File: src/rtl/ptw_arbiter.sv
// Two-port page-table-walk arbiter: round-robin between imem and dmem TLBs, one PTE fetch per walk.
// Latency: 3 cycles plus memory wait from request handshake to response pulse; no new request accepted mid-walk.
module ptw_arbiter #(
  parameter int TIMEOUT = 255
) (
  input  logic        clk,
  input  logic        reset,
  input  logic [31:0] io_ptbr,
  input  logic        io_imem_req_valid,
  output logic        io_imem_req_ready,
  input  logic [29:0] io_imem_req_bits_vpn,
  input  logic        io_dmem_req_valid,
  output logic        io_dmem_req_ready,
  input  logic [29:0] io_dmem_req_bits_vpn,
  output logic        io_mem_req_valid,
  input  logic        io_mem_req_ready,
  output logic [31:0] io_mem_req_bits_addr,
  input  logic        io_mem_resp_valid,
  input  logic [31:0] io_mem_resp_bits_data,
  output logic        io_imem_ptw_resp_valid,
  output logic        io_imem_ptw_resp_bits_error,
  output logic [31:0] io_imem_ptw_resp_bits_ppn,
  output logic        io_dmem_ptw_resp_valid,
  output logic        io_dmem_ptw_resp_bits_error,
  output logic [31:0] io_dmem_ptw_resp_bits_ppn
);

  typedef enum logic [1:0] {IDLE, REQ, WAIT, RESP} state_t;

  state_t      state;
  logic        req_id;     // 0 = imem, 1 = dmem
  logic        last_dmem;  // 1 when dmem was granted most recently
  logic        timed_out;
  logic [29:0] vpn;
  logic [31:0] data;
  logic [7:0]  cnt;

  logic gnt_imem, gnt_dmem;
  logic resp_err;
  logic [31:0] resp_ppn;
  logic unused_pte_bits;

  always_comb begin
    gnt_imem = io_imem_req_valid && (!io_dmem_req_valid || last_dmem);
    gnt_dmem = io_dmem_req_valid && (!io_imem_req_valid || !last_dmem);
  end

  // Ready is also masked by reset so nothing handshakes while reset is held.
  assign io_imem_req_ready = (state == IDLE) && !reset && gnt_imem;
  assign io_dmem_req_ready = (state == IDLE) && !reset && gnt_dmem;

  assign io_mem_req_valid     = (state == REQ);
  assign io_mem_req_bits_addr = (state == REQ) ? (io_ptbr + {vpn, 2'b00}) : 32'd0;

  assign resp_err = timed_out || !data[0];
  assign resp_ppn = resp_err ? 32'd0 : {10'd0, data[31:10]};
  assign unused_pte_bits = ^data[9:1];

  always_comb begin
    io_imem_ptw_resp_valid      = (state == RESP) && !req_id;
    io_dmem_ptw_resp_valid      = (state == RESP) && req_id;
    io_imem_ptw_resp_bits_error = io_imem_ptw_resp_valid && resp_err;
    io_dmem_ptw_resp_bits_error = io_dmem_ptw_resp_valid && resp_err;
    io_imem_ptw_resp_bits_ppn   = io_imem_ptw_resp_valid ? resp_ppn : 32'd0;
    io_dmem_ptw_resp_bits_ppn   = io_dmem_ptw_resp_valid ? resp_ppn : 32'd0;
  end

  always_ff @(posedge clk or posedge reset) begin
    if (reset) begin
      state     <= IDLE;
      req_id    <= 1'b0;
      last_dmem <= 1'b1;
      timed_out <= 1'b0;
      vpn       <= 30'd0;
      data      <= 32'd0;
      cnt       <= 8'd0;
    end else begin
      case (state)
        IDLE: begin
          if (gnt_imem) begin
            req_id    <= 1'b0;
            vpn       <= io_imem_req_bits_vpn;
            last_dmem <= 1'b0;
            state     <= REQ;
          end else if (gnt_dmem) begin
            req_id    <= 1'b1;
            vpn       <= io_dmem_req_bits_vpn;
            last_dmem <= 1'b1;
            state     <= REQ;
          end
        end
        REQ: begin
          if (io_mem_req_ready) begin
            cnt       <= 8'd0;
            timed_out <= 1'b0;
            state     <= WAIT;
          end
        end
        WAIT: begin
          // A response in the final counted cycle still beats the timeout.
          if (io_mem_resp_valid) begin
            data  <= io_mem_resp_bits_data;
            state <= RESP;
          end else if (cnt == 8'(TIMEOUT - 1)) begin
            timed_out <= 1'b1;
            state     <= RESP;
          end else begin
            cnt <= cnt + 8'd1;
          end
        end
        RESP: state <= IDLE;
        default: state <= IDLE;
      endcase
    end
  end

endmodule

File: config.mk
export PLATFORM = sky130hd
export DESIGN_NAME = ptw_arbiter
export DESIGN_NICKNAME = d
export VERILOG_FILES = /design/src/rtl/ptw_arbiter.sv
export SDC_FILE = /design/constraint.sdc
export NUM_CORES = 1
export LEC_CHECK = 0
export ABC_CLOCK_PERIOD_IN_PS = 7100
export BUFFER_PORTS_ARGS = -buffer_cell sky130_fd_sc_hd__buf_4
export CAP_MARGIN = 10
export CORE_MARGIN = 4
export CORE_UTILIZATION = 35
export DETAILED_ROUTE_END_ITERATION = 6
export GPL_TIMING_DRIVEN = 1
export PLACE_DENSITY_LB_ADDON = 0.25
export REMOVE_ABC_BUFFERS = 1
export SETUP_SLACK_MARGIN = 0.2
export SLEW_MARGIN = 20
export SYNTH_ARGS = -nofsm -noshare
export SYNTH_HDL_FRONTEND = slang
export SYNTH_SLANG_ARGS = --single-unit
File: constraint.sdc
create_clock -name clk -period 7.1 [get_ports clk]
set_clock_uncertainty 0.1 [all_clocks]
set_input_delay 0.71 -clock clk [delete_from_list [all_inputs] [get_ports clk]]
set_output_delay 0.71 -clock clk [all_outputs]
set_load 0.01 [all_outputs]
Yosys cells after proc, flatten, opt, wreduce, memory -nomap -nowiden --
Cells that the tools add are included.
Operators by class: reductions and logical operators 26, add/sub/neg operators 2, equality and inequality tests 10, mux-type cells 22
Operators with widths (count):
- 2-to-1 mux 22 bit | 3
- 2-to-1 mux 30 bit | 2
- adder 32 bit | 1
- 2-to-1 mux 32 bit | 1
- 2-to-1 mux 8 bit | 3
- one-hot mux 8 bit (2 select lines) | 1
- 2-to-1 mux 2 bit | 5
- logical AND 1 bit | 9
- adder 8 x 1 -> 8 bit, second input constant | 1
- == test 8 bit, second input constant | 1
- one-hot mux 2 bit (4 select lines) | 1
- AND reduction 4 bit | 2
- logical NOT 1 bit | 6
- inequality test 2 bit, second input constant | 3
- inequality test 3 bit, second input constant | 2
- 2-to-1 mux 1 bit | 5
- == test 2 bit, second input constant | 2
- AND reduction 2 bit | 2
- nonzero test 2 bit | 2
- logical OR 1 bit | 3
- AND reduction 3 bit | 1
- == test 2 x 1 -> 1 bit, second input constant | 1
- logical NOT 2 bit | 1
- inequality test 2 x 1 -> 1 bit, second input constant | 1
- one-hot mux 1 bit (2 select lines) | 1
Word-level totals: input bits 130, word-level logic and storage cells 67, register bits after elaboration 75, output and inout port bits 103

Depth between registers and ports, before layout --
depth in word-level cells 6, gate-level depth with buffers 10, mapped depth without buffers 10

Worst setup path before layout --
Ideal clock, no wire load.
kind input to output, start point in io_ptbr[2], end point out io_mem_req_bits_addr[12], cell stages on the path 9, path buffers 0, data required time 6290 ps, arrival 2718 ps, setup slack 3572 ps, cell sequence ha_1 -> inv_1 -> fa_1 -> nand2b_1 -> a21oi_1 -> nor2_1 -> o21ai_0 -> nand2_1 -> a2111oi_0
On the way: cells in the longest elaborated chain, start to end 2
RTL lines:
- from (decl) | RTL line 8 | input logic [31:0] io_ptbr,
- adder 32 bit | RTL line 53 | assign io_mem_req_bits_addr = (state == REQ) ? (io_ptbr + {vpn, 2'b00}) : 32'd0;
- 2-to-1 mux 32 bit | RTL line 53
- to (decl) | RTL line 17 | output logic [31:0] io_mem_req_bits_addr,
No other way between the ends.

Worst setup path in the final report --
start point in io_ptbr[2], end point out io_mem_req_bits_addr[24]
The elaborated chain is that of the path after synthesis.

==> results by group <==
Placement
  – PortBufs: 203
  – Area after DPL: 0.00686 mm2
  – DP Cell Count: 971
  – Placer Congestion: 0.859
  – HPWL after detailed placement: 11700 um

Finish
  – ANT cells: 0
  – Finished Layout Cells: 987
  – Layout Nets: 965
  – Most frequent cells in the layout: buf_4, dfrtp_1, nor2_1, nand2_1, o21ai_0
  – Commonest non-fill, non-tap cell in the layout: buf_4
  – Syn-to-layout area delta: 36.7%
  – Fin area: 0.00718 mm2
  – Share of cells above drive strength 1: 0.330
  – Register area: 0.00165 mm2
  – Footprint of the multi-input gates: 0.00333 mm2
  – # fillers: 1443

Outcome
  – Status: complete, no violations

Route
  – Vias: 4920
  – Detailed Routing Iterations Pass 1: 5
  – DRT iter0 DRCs: 226
  – Number of remaining DRC errors: 0
  – DR WL/cell: 15.5 um
  – Vias/cell: 4.98
  – Routed Antenna Nets: 0
  – Final wirelength: 15300 um

Clocking
  – Clk sink count: 66
  – Clk_lat worst skew: 0.33 ns
  – Depth of the CTS H-tree: 3
  – Reg clk slew, reported paths: 0.06 ns
  – Hold_buf cts: 0
  – Post-CTS Resized: 0
  – Number of buffers added by the clock tree synthesis step: 9
  – Bufs on Longest Clock Path: 2
  – Postcts setup bufs: 0
  – CTS tree: yes
  – Root Driver: clkbuf_16

Global routing
  – Vias in the first global route: 4837
  – Total grt overflow: 0
  – First-pass GRT wire length: 23800 um
  – Initial antenna violation count: 0
  – Total GRT Usage: 0.176
  – Largest net degree at the start of global routing: 67

Power
  – Internal power: 0.00161 W
  – Max rail drop VDD: 0.165 mV
  – Sw Share: 0.428
  – Pwr dens: 392 mW/mm2
  – Sequential share of power: 0.236
  – Clock share of power: 0.173
  – Part of the power in combinational logic: 0.591
  – Sw Pwr: 0.00120 W
  – P_leak: 3.71 nW

STA
  – Final hold viol count: 0
  – Post-Route Setup TNS: 0 ns
  – Worst rel slew slack: 0.347
  – Post-layout min period: 3.93 ns
  – Slew @ Worst Pin: 0.977 ns
  – Final worst-path cycle share: 0.553
  – Slew Viols, Final: 0
  – Finish-stage setup viols: 0
  – Fmax: 255 MHz
  – RSZ-0062 raised after global routing: false

Setup path
  – CP Cell Sequence: buf_4, ha_1, inv_1, fa_1, nand2b_1, a21oi_1, nor2_1, o21ai_1, a21boi_0, xor2_1, nor2_1, buf_4
  – CP arrival: 3.12 ns
  – Worst Path Class, Setup: in2out
  – Critical Path RT: 6.29 ns
  – Max FO, Critical Path: 4
  – CP Capture Type: output pin
  – Critical Path Source Type: primary input
  – WP buf/inv: 3
  – Family with the most delay on the worst path: compound AO/OA/AOI/OAI gates
  – CP peak stage delay: 0.46 ns
  – Critical-path top delay cell: o21ai_1

Die
  – Die W: 130 um
  – Core ar.: 0.0146 mm2
  – Starting Density: 0.360
  – DIE HEIGHT: 130 um
  – Ports: 233
  – Row cnt: 44
  – DIE AREA: 0.0170 mm2

Synthesis
  – Post-synthesis cell area: 0.00525 mm2
  – Primary FF master, synth: dfrtp_1
  – Async S/R FF share, synth: 1.00
  – Synth warn: 0
  – Post-synth cell types: 53
  – Mapped Cells: 610
  – Post-synth EDFFs: 0
  – Mean Syn Cell Area: 8.61 um2
  – Register area share after synthesis: 0.315
  – #FFs+latches synth: 66

Flow run
  – Max-cap viol count: 0

Worst hold path
  – HP Class: reg2reg
-- worst min-delay path, stage by stage, from the launching register on --
cell,delay (ns)
dfrtp_1,0.34
nand2_1,0.05
o21ai_0,0.06
-- cell usage after synthesis (2+ instances only) --
cell,instances,area share
mux2i_1,32,0.061
o21bai_1,6,0.0086
o21ai_1,6,0.0057
and3_1,26,0.031
a31oi_1,2,0.0024
nor4_1,2,0.0024
o21ai_0,45,0.043
mux2_2,24,0.051
o211ai_1,6,0.0086
buf_1,2,0.0014
o21a_1,2,0.0029
nand3_1,9,0.0086
a21o_1,9,0.013
clkbuf_1,17,0.012
nand2b_1,4,0.0048
ha_1,36,0.086
o31ai_1,2,0.0029
buf_4,21,0.030
a21oi_2,3,0.0050
a211oi_2,3,0.0072
and2_1,29,0.035
nand2_1,57,0.041
a221oi_1,3,0.0050
xnor2_1,11,0.018
a41oi_1,2,0.0033
dfrtp_1,65,0.31
a211oi_1,3,0.0043
a21oi_1,32,0.031
nor2b_1,6,0.0072
nand4_1,10,0.012
inv_1,19,0.014
nor2_1,58,0.041
buf_2,9,0.0086
a221oi_2,3,0.0086
xor2_1,19,0.032
nor3_1,10,0.0095
-- registers in the layout, indices dropped and copies added (netlist names) --
signal	cells
vpn	30
cnt	8
timed_out	1
req_id	1
state	2
last_dmem	1
data	23
-- cell type report --
type                            instances  share of cell area
Clock buffer                           11              0.0338
Multi-Input combinational cell        493               0.464
Sequential cell                        66               0.230
Tap cell                              184              0.0321
Clock inverter                          5              0.0108
Inverter                               19             0.00994
Timing Repair Buffer                  209               0.219
-- metrics by stage --
stage / total power [W] / utilization / hold WS, ns / setup WS [ns]
after global routing: 0.00306 / 0.492 / 0.414 / 3.07
after CTS: 0.00284 / 0.492 / 0.391 / 3.18
after global placement: 0.00232 / 0.470 / 0.370 / 3.22
after detailed placement: 0.00234 / 0.470 / 0.378 / 3.21
after floorplan: 0.00174 / - / 0.354 / 3.14
final: 0.00281 / 0.492 / 0.386 / 3.17
-- layer usage --
metal / global-route usage / wire [um] / vias to the layer above
li1: - / - / 2478
met1: 0.217 / 6430 / 2265
met2: 0.296 / 7200 / 165
met3: 0.0561 / 1490 / 12
met4: 0.0514 / 190 / 0
met5: 0 / 0 / -
-- cell families (layout without fill, tap and decap cells) --
logic type | after synthesis | in the layout | share of synthesized area
other cells | 1 | 20 | 0.000714
compound gates | 137 | 137 | 0.168
flops | 66 | 66 | 0.315
simple gates | 213 | 213 | 0.195
xor+xnor | 30 | 30 | 0.0500
fa+ha+maj | 37 | 37 | 0.0896
mux | 56 | 56 | 0.112
buf+inv | 70 | 244 | 0.0689
-- power groups by stage --
| stage | combinational [W] | clock, W | sequential, W |
|---|---|---|---|
| after floorplan | 0.00112 | 0 | 0.000630 |
| after global placement | 0.00165 | 0 | 0.000669 |
| after detailed placement | 0.00167 | 0 | 0.000671 |
| after CTS | 0.00168 | 0.000500 | 0.000666 |
| after global routing | 0.00185 | 0.000519 | 0.000686 |
| final | 0.00166 | 0.000487 | 0.000665 |
-- path summary, 6_finish.rpt --
check	start	end	slack [ns]	cells past startpoint
worst max-delay path	io_ptbr[2]	io_mem_req_bits_addr[24]	3.17	12
worst min-delay path	vpn[3]	vpn[3]	0.39	2
worst min register to register	vpn[3]	vpn[3]	0.39	2
min in group asynchronous	reset	vpn[0]	0.58	3
max in group asynchronous	reset	data[21]	5.76	3
worst max register to register	state[1]	cnt[7]	4.74	9
Note: power is estimated with default switching activity, not from simulation.
